--- config.mk ---
export PLATFORM = sky130hd
export DESIGN_NAME = axi_i2c_cmd_slave
export DESIGN_NICKNAME = d
export VERILOG_FILES = /design/src/rtl/axi_i2c_cmd_slave.sv
export SDC_FILE = /design/constraint.sdc
export NUM_CORES = 1
export LEC_CHECK = 0
export BUFFER_PORTS_ARGS = -buffer_cell sky130_fd_sc_hd__buf_2
export CORE_ASPECT_RATIO = 1.4
export CORE_MARGIN = 5
export CORE_UTILIZATION = 44
export CTS_CLUSTER_DIAMETER = 60
export CTS_CLUSTER_SIZE = 28
export DETAILED_ROUTE_END_ITERATION = 16
export GPL_TIMING_DRIVEN = 0
export RECOVER_POWER = 100
export SLEW_MARGIN = 20
export SYNTH_ARGS = -nofsm -noshare
export SYNTH_HDL_FRONTEND = slang
export SYNTH_SLANG_ARGS = --single-unit
--- constraint.sdc ---
create_clock -name ACLK -period 5.8 [get_ports ACLK]
set_clock_uncertainty 0.05 [all_clocks]
set_input_delay 1.74 -clock ACLK [delete_from_list [all_inputs] [get_ports ACLK]]
set_output_delay 1.74 -clock ACLK [all_outputs]
set_load 0.1 [all_outputs]
--- src/rtl/axi_i2c_cmd_slave.sv ---
// AXI4-Lite slave front-end for the I2C bridge: queues reads/writes as ordered commands,
// tracks outstanding responses, times out stalled reads and exposes a W1C status word.
module axi_i2c_cmd_slave #(
  parameter int ADDR_WIDTH = 32,
  parameter int DATA_WIDTH = 32,
  parameter int CMD_DEPTH = 4,
  parameter int RD_TIMEOUT = 1024,
  parameter logic [ADDR_WIDTH-1:0] STATUS_ADDR = 'hFFFC
) (
  input  logic                  ACLK,
  input  logic                  ARESETn,
  input  logic                  AWVALID,
  output logic                  AWREADY,
  input  logic [ADDR_WIDTH-1:0] AWADDR,
  input  logic                  WVALID,
  output logic                  WREADY,
  input  logic [DATA_WIDTH-1:0] WDATA,
  output logic                  BVALID,
  input  logic                  BREADY,
  output logic [1:0]            BRESP,
  input  logic                  ARVALID,
  output logic                  ARREADY,
  input  logic [ADDR_WIDTH-1:0] ARADDR,
  output logic                  RVALID,
  input  logic                  RREADY,
  output logic [DATA_WIDTH-1:0] RDATA,
  output logic [1:0]            RRESP,
  output logic                  CMD_VALID,
  input  logic                  CMD_READY,
  output logic                  CMD_RNW,
  output logic [ADDR_WIDTH-1:0] CMD_ADDR,
  output logic [DATA_WIDTH-1:0] CMD_WDATA,
  input  logic                  RSP_VALID,
  input  logic [DATA_WIDTH-1:0] RSP_DATA,
  input  logic                  RSP_ERR
);

  localparam int PTR_W = $clog2(CMD_DEPTH);
  localparam int LVL_W = PTR_W + 1;
  localparam int OUT_W = PTR_W + 2;
  localparam int TMR_W = $clog2(RD_TIMEOUT);
  localparam int ENT_W = 1 + ADDR_WIDTH + DATA_WIDTH;

  typedef enum logic [1:0] {W_IDLE, W_PUSH, W_RESP} wState_t;
  typedef enum logic [1:0] {R_IDLE, R_ENQ, R_WAIT, R_RESP} rState_t;

  wState_t r_wState;
  rState_t r_rState;
  logic r_awHeld, r_wHeld;
  logic [ADDR_WIDTH-1:0] r_awAddr, r_arAddr;
  logic [DATA_WIDTH-1:0] r_wData, r_rData;
  logic [1:0] r_rResp;
  logic [TMR_W-1:0] r_timer;
  logic [ENT_W-1:0] r_mem [CMD_DEPTH];
  logic [PTR_W-1:0] r_wrPtr, r_rdPtr;
  logic [LVL_W-1:0] r_level;
  logic [OUT_W-1:0] r_outstanding;
  logic r_wrNack, r_rdNack, r_rdTo;

  logic w_full, w_empty, w_cmdValid, w_pop, w_push;
  logic w_awHit, w_wHit, w_wrIsStatus, w_wrPush, w_wrClear, w_rdPush;
  logic w_rspTake, w_rdRsp, w_rdTimeout;
  logic [ENT_W-1:0] w_pushData, w_head;
  logic [31:0] w_status;

  assign w_full       = (r_level == LVL_W'(CMD_DEPTH));
  assign w_empty      = (r_level == '0);
  assign w_cmdValid   = !w_empty && (r_outstanding != OUT_W'(2 * CMD_DEPTH));
  assign w_pop        = w_cmdValid && CMD_READY;
  assign w_awHit      = (r_wState == W_IDLE) && AWVALID && !r_awHeld;
  assign w_wHit       = (r_wState == W_IDLE) && WVALID && !r_wHeld;
  assign w_wrIsStatus = (r_awAddr == STATUS_ADDR);
  assign w_wrPush     = (r_wState == W_PUSH) && !w_wrIsStatus && !w_full;
  assign w_wrClear    = (r_wState == W_PUSH) && w_wrIsStatus;
  // The write FSM owns the single push port; a colliding read retries next cycle.
  assign w_rdPush     = (r_rState == R_ENQ) && !w_full && !w_wrPush;
  assign w_push       = w_wrPush || w_rdPush;
  assign w_pushData   = w_wrPush ? {1'b0, r_awAddr, r_wData} : {1'b1, r_arAddr, {DATA_WIDTH{1'b0}}};
  assign w_head       = r_mem[r_rdPtr];
  assign w_rspTake    = RSP_VALID && (r_outstanding != '0);
  assign w_rdRsp      = (r_rState == R_WAIT) && RSP_VALID && (r_outstanding == OUT_W'(1)) && w_empty;
  assign w_rdTimeout  = (r_rState == R_WAIT) && !w_rdRsp && (r_timer == TMR_W'(RD_TIMEOUT - 1));
  assign w_status     = {8'h00, 8'(r_outstanding), 8'(r_level), 5'b0, r_rdTo, r_rdNack, r_wrNack};

  assign AWREADY   = ARESETn && (r_wState == W_IDLE) && !r_awHeld;
  assign WREADY    = ARESETn && (r_wState == W_IDLE) && !r_wHeld;
  assign ARREADY   = ARESETn && (r_rState == R_IDLE);
  assign BVALID    = (r_wState == W_RESP);
  assign BRESP     = 2'b00;
  assign RVALID    = (r_rState == R_RESP);
  assign RDATA     = r_rData;
  assign RRESP     = r_rResp;
  assign CMD_VALID = w_cmdValid;
  assign CMD_RNW   = w_cmdValid && w_head[ENT_W-1];
  assign CMD_ADDR  = w_cmdValid ? w_head[ENT_W-2:DATA_WIDTH] : '0;
  assign CMD_WDATA = w_cmdValid ? w_head[DATA_WIDTH-1:0] : '0;

  always_ff @(posedge ACLK) begin
    if (w_push) r_mem[r_wrPtr] <= w_pushData;
  end

  always_ff @(posedge ACLK or negedge ARESETn) begin
    if (!ARESETn) begin
      r_wrPtr <= '0;
      r_rdPtr <= '0;
      r_level <= '0;
      r_outstanding <= '0;
    end else begin
      if (w_push) r_wrPtr <= r_wrPtr + PTR_W'(1);
      if (w_pop) r_rdPtr <= r_rdPtr + PTR_W'(1);
      case ({w_push, w_pop})
        2'b10:   r_level <= r_level + LVL_W'(1);
        2'b01:   r_level <= r_level - LVL_W'(1);
        default: r_level <= r_level;
      endcase
      case ({w_pop, w_rspTake})
        2'b10:   r_outstanding <= r_outstanding + OUT_W'(1);
        2'b01:   r_outstanding <= r_outstanding - OUT_W'(1);
        default: r_outstanding <= r_outstanding;
      endcase
    end
  end

  always_ff @(posedge ACLK or negedge ARESETn) begin
    if (!ARESETn) begin
      r_wState <= W_IDLE;
      r_awHeld <= 1'b0;
      r_wHeld <= 1'b0;
      r_awAddr <= '0;
      r_wData <= '0;
    end else begin
      case (r_wState)
        W_IDLE: begin
          if (w_awHit) begin
            r_awAddr <= AWADDR;
            r_awHeld <= 1'b1;
          end
          if (w_wHit) begin
            r_wData <= WDATA;
            r_wHeld <= 1'b1;
          end
          if ((r_awHeld || w_awHit) && (r_wHeld || w_wHit)) r_wState <= W_PUSH;
        end
        W_PUSH: if (w_wrClear || w_wrPush) r_wState <= W_RESP;
        W_RESP: begin
          if (BREADY) begin
            r_wState <= W_IDLE;
            r_awHeld <= 1'b0;
            r_wHeld <= 1'b0;
          end
        end
        default: r_wState <= W_IDLE;
      endcase
    end
  end

  always_ff @(posedge ACLK or negedge ARESETn) begin
    if (!ARESETn) begin
      r_rState <= R_IDLE;
      r_arAddr <= '0;
      r_rData <= '0;
      r_rResp <= 2'b00;
      r_timer <= '0;
    end else begin
      case (r_rState)
        R_IDLE: begin
          if (ARVALID) begin
            if (ARADDR == STATUS_ADDR) begin
              r_rData <= DATA_WIDTH'(w_status);
              r_rResp <= 2'b00;
              r_rState <= R_RESP;
            end else begin
              r_arAddr <= ARADDR;
              r_rState <= R_ENQ;
            end
          end
        end
        R_ENQ: begin
          if (w_rdPush) begin
            r_timer <= '0;
            r_rState <= R_WAIT;
          end
        end
        R_WAIT: begin
          if (w_rdRsp) begin
            r_rData <= RSP_DATA;
            r_rResp <= RSP_ERR ? 2'b10 : 2'b00;
            r_rState <= R_RESP;
          end else if (w_rdTimeout) begin
            r_rData <= '0;
            r_rResp <= 2'b10;
            r_rState <= R_RESP;
          end else begin
            r_timer <= r_timer + TMR_W'(1);
          end
        end
        R_RESP: if (RREADY) r_rState <= R_IDLE;
        default: r_rState <= R_IDLE;
      endcase
    end
  end

  // Sticky flags: a set in the same cycle as a W1C clear survives.
  always_ff @(posedge ACLK or negedge ARESETn) begin
    if (!ARESETn) begin
      r_wrNack <= 1'b0;
      r_rdNack <= 1'b0;
      r_rdTo <= 1'b0;
    end else begin
      r_wrNack <= (RSP_VALID && RSP_ERR && !w_rdRsp) || (r_wrNack && !(w_wrClear && r_wData[0]));
      r_rdNack <= (w_rdRsp && RSP_ERR) || (r_rdNack && !(w_wrClear && r_wData[1]));
      r_rdTo <= w_rdTimeout || (r_rdTo && !(w_wrClear && r_wData[2]));
    end
  end

endmodule
* Yosys cells after proc, flatten, opt, wreduce, memory -nomap -nowiden *
Memories as Yosys holds them, arrays and structs flattened.
Index checks and enable logic that the tools add are counted.

storage, ports and cells
  register bits = 160
  bits in latches = 0
  bits in writable memories = 260
  ROM bits = 0
  bits of input ports = 138
  word-level logic and storage cells = 158
  memories kept = 1

memories
  name   words  width  read ports  clocked after memory_dff  wr ports  RTL line  RTL
  r_mem  4      65     1           0                         1         54        logic [ENT_W-1:0] r_mem [CMD_DEPTH];

cells by class
  add/subtract/negate cells = 7
  multiply operators = 0
  div/mod/pow operators = 0
  $lt $le $gt $ge = 0
  eq/ne operators = 27
  shifts and indexed selects = 0
  multiplexer cells = 38
  bitwise operators = 1
  reductions and logical operators = 67

operators with widths
  cell                                                               count
  32-bit 2-to-1 mux                                                  6
  65-bit 2-to-1 mux                                                  1
  32-bit by 16-bit == test with 1-bit output, second input constant  2
  32-bit one-hot mux with 2 select lines                             1
  1-bit logical AND                                                  32
  10-bit 2-to-1 mux                                                  3
  2-bit 2-to-1 mux                                                   14
  10-bit one-hot mux with 2 select lines                             1
  2-bit != test, second input constant                               6
  3-bit AND reduction                                                4
  4-bit AND reduction                                                3
  10-bit by 1-bit adder with 10-bit output, second input constant    1
  10-bit == test, second input constant                              1
  2-bit == test, second input constant                               5
  1-bit logical NOT                                                  10
  2-bit by 1-bit != test with 1-bit output, second input constant    5
  2-bit nonzero test                                                 5
  2-bit by 1-bit == test with 1-bit output, second input constant    4
  2-bit one-hot mux with 4 select lines                              1
  4-bit one-hot mux with 2 select lines                              1
  1-bit logical OR                                                   7
  2-bit one-hot mux with 3 select lines                              1
  3-bit one-hot mux with 2 select lines                              1
  1-bit 2-to-1 mux                                                   5
  16 further kinds                                                   20

* Logic depth before layout (Yosys ltp) *
  word-level depth = 10
  mapped depth = 13
  mapped depth without buffers = 12

* Least setup slack after synthesis *
Ideal clock, no wire load.

  path type = in2out
  start point = in ARESETn
  end point = out AWREADY
  data arrival time = 3.044 ns
  setup slack = 0.966 ns
  stages on the path = 2
  cell sequence = nand2_1 > nor2_1

between the ends
  word-level cells in the longest chain between the ends = 2

RTL lines
  what                             RTL line  RTL
  from (decl)                      11        input logic ARESETn,
  1-bit logical AND (2 in series)  85        assign AWREADY = ARESETn && (r_wState == W_IDLE) && !r_awHeld;
  to (decl)                        13        output logic AWREADY,

Every way passes these cells.

* Final worst setup path *
  start point = reg r_outstanding[0]
  end point = out CMD_ADDR[1]

between the ends
  word-level cells in the longest chain between the ends = 3

RTL lines
  what                    RTL line  RTL
  from (decl)             57        logic [OUT_W-1:0] r_outstanding;
  from (signal assigned)  117       2'b10: r_outstanding <= r_outstanding + OUT_W'(1);
  from (signal assigned)  118       2'b01: r_outstanding <= r_outstanding - OUT_W'(1);
  from (signal assigned)  119       default: r_outstanding <= r_outstanding;
  4-bit != test           68        assign w_cmdValid = !w_empty && (r_outstanding != OUT_W'(2 * CMD_DEPTH));
  1-bit logical AND       68
  32-bit 2-to-1 mux       95        assign CMD_ADDR = w_cmdValid ? w_head[ENT_W-2:DATA_WIDTH] : '0;
  to (decl)               31        output logic [ADDR_WIDTH-1:0] CMD_ADDR,

Every way passes these cells.

==> results.md <==
* Synth warnings at 0
* Fmax at about 0.19 GHz
* Initial Utilization at roughly 44%
* Tcrit/Tclk final at 92.13%
* Layout net count at between 1500 and 2000
* Most frequent cell after synthesis: edfxtp_1
* Met3 WL at 2341 µm
* Failing checks: capacitance limit, slew limit
* R2R depth at 6
* Die Width at 178.6 µm
* Critical Path Fanout Max at 10
* Residual DRC count at 0
* CTS root buf: clkbuf_16
* RR Endpoint: r_mem[2][21]
* Total core area at 0.03938 mm²
* Unrepaired setup endpoints after global routing: no
* Post-CTS sizing at 0
* Final min period at 5.344 ns
* Hold Crit Class: reg2reg
* Final Hold Viols at 0
* # rows at 86
* Setup bufs post-CTS at 0
* Area delta synth->final at 16.54%
* Final wirelength at 39780 µm
* Initial DRC count at 496
* Longest Clk Path Bufs at 3
* Global-route wire length before repair at 61440 µm
* Via Count at 9799
* Initial DRT Pass Iterations at 4
* Setup CP Type: reg2out
* Number of global-route vias before repair at ~10000
* Hold Path End: r_wData[5]
* Clk sinks at approximately 420
* Adder-cell share of the synthesized area at 1.115%
* CP Launch Type: flip-flop
* #FFs+latches synth at between 400 and 500
* Routed wl met2 at 21150 µm
* Ratio of cells with drive above 1 in the final layout at between 20% and 30%
* # IOs at between 200 and 250
* CP arrival at roughly 3.6 ns
* Post-DP HPWL at around 29000 µm
* Die height at 246.0 µm
* Layout Cells excl Fill at 1900
* Reg2Reg Setup Slack at 0.83 ns
* CP Capture Type: output pin
* Largest net degree at the start of global routing at 66
* CP required at 4.01 ns
* Clock slew at reported path FFs at about 0.090 ns
* Final instance area at ~0.02 mm²
* CTS Buf Count at 29
* Tot GR Track Use at between 15 and 20%
* H-tree level count at 1
* Min-delay src: r_wData[5]
* Hold path cells at 1
* Headroom to the max-slew limit at -16.51%
* Avg Vias per Cell at 5.157
* Final Max Tran Viols at 52
* Main combinational cell family by area after synthesis: multiplexers
* Final Wtd Congestion at 0.8134
* CTS tree: built
* Simple-Gate Fraction of Synth Area at under 10%
* Placed Cells at 1845
* Outcome: complete, but fails checks
* Largest area contributor in the synthesized netlist: edfxtp_1
* Synth top cells by count: edfxtp_1 (260), dfrtp_1 (159), mux2_2 (135)
* Top cell type's share of synthesized area at 44.60%
* Synth area leaders: edfxtp_1 (45%), dfrtp_1 (23%), mux2_2 (8.7%), mux4_2 (8.4%), and2_1 (3.5%)
* Post-synth EDFFs at 260
* Post-synth design cell area at 0.01751 mm²
* Post-Syn Instances at 1058
* Async set or reset register ratio after synthesis at a little under two fifths
* Multiplexer share of the synthesized area at 18.72%
* Sequential area share after synthesis at between 60% and 70%
* Initial antenna violation count at 5
* Post-DRT Antenna Nets at 0
* Top FF cell, synth: edfxtp_1
* Overflow after GRT at 0
* Worst reg2reg startpoint: r_wState[0]
* Met1 wire length at 15780 µm
* Worst slew pin tran at 1.744 ns
* Port Buffers at around 240
* Max-Cap Viols at 3
* DR top layer: met5
* Post-placement cell area at roughly 0.020 mm²
* Avg WL per Cell at 20.93 µm
* Die Area at about 0.044 mm²
* Clock Latency Late Sink at roughly 0.58 ns
* Post-synthesis compound-gate area fraction at between 2 and 2.5%
* # setup viols final at 0
* Syn avg cell area at 16.55 µm²
* Hold buffers post-CTS at 0
* Cell variety after synth at 57
* XOR/XNOR share of the synthesized area at less than 1%
==> worst max path at each step <==
stage                     start       endpoint  slack, ns  depth (start not counted)
2_1_floorplan           ARESETn        AWREADY       0.97                          2
3_3_place_gp            ARESETn         WREADY      -1.70                          4
3_5_place_dp            ARESETn        AWREADY       0.47                          6
4_1_cts        r_outstanding[0]  CMD_WDATA[13]       0.06                          8
5_1_grt        r_outstanding[0]  CMD_WDATA[13]       0.22                          8
6_report       r_outstanding[0]    CMD_ADDR[1]       0.46                          7
==> worst max-delay path, stage by stage, from the launching register on <==
cell and delay (ns):
dfrtp_1 0.45, inv_1 0.12, ha_1 0.22, nor2b_1 0.15, a21oi_2 0.42, clkbuf_1 0.48, and2_1 0.26, clkbuf_1 0.88
==> kinds of logic (layout without fill, tap and decap cells) <==
logic type                 Yosys count  in the layout
AOI/OAI and AO/OA                   49             49
and+or+nand+nor                    238            238
DFF                                419            419
xor gates and xnor gates            10             10
other                                1              4
adders and majority gates           15             15
muxes                              229            229
buffers and inverters               97            408
==> area by class of cell <==
type,count,area [µm²]
tap,528,660.6
sequential,419,11790
buffer,55,224.0
clock inverter,23,334.1
inverter,42,157.7
timing repair buffer,257,1217
antenna,1,2.502
multi-input combinational,544,5286
clock buffer,31,733.2
fill,3443,18980
==> placed cells by master (no fill, tap or decap), types with 7 or more instances in the layout <==
cell,Yosys,layout
and2_0,0,29
and2_1,97,68
buf_2,12,138
clkbuf_1,33,148
clkbuf_16,0,29
clkbuf_2,0,22
dfrtp_1,159,159
edfxtp_1,260,260
ha_1,14,14
inv_1,40,41
mux2_1,2,34
mux2_2,135,103
mux2i_1,27,27
mux4_2,65,65
nand2_1,50,50
nand3_1,7,7
nand4_1,12,12
nor2_1,17,17
nor4_1,9,10
o21ai_0,16,16
xnor2_1,8,8
==> layer usage <==
metal  track usage [%]  up-vias
met5                 0        -
met3             3.883       40
met4             3.388       10
met1             22.90     4989
li1                  -     4529
met2             33.02      231
==> stage by stage <==
step	util [%]	setup slack [ns]	TNS, ns	hold slack, ns
6_report	51.80	0.4564	0	0.4519
3_5_place_dp	50.35	0.4700	0	0.4324
3_3_place_gp	49.21	-1.698	-372.75	0.4150
5_1_grt	51.80	0.2224	0	0.4659
2_1_floorplan	-	0.9659	0	0.4022
4_1_cts	53.06	0.06414	0	0.4493
==> flip-flops by register name (all words and copies together), names as in the netlist, 2 cells and up <==
| signal | count |
|---|---|
| r_wState | 2 |
| r_level | 3 |
| r_awAddr | 32 |
| r_timer | 10 |
| r_outstanding | 4 |
| r_mem | 260 |
| r_wData | 32 |
| r_arAddr | 32 |
| r_rdPtr | 2 |
| r_rState | 2 |
| RDATA | 32 |
| r_wrPtr | 2 |
Power is left out: the tool's default activity adds up to more than one toggle a clock period on the data nets, which glitch-free logic cannot reach.
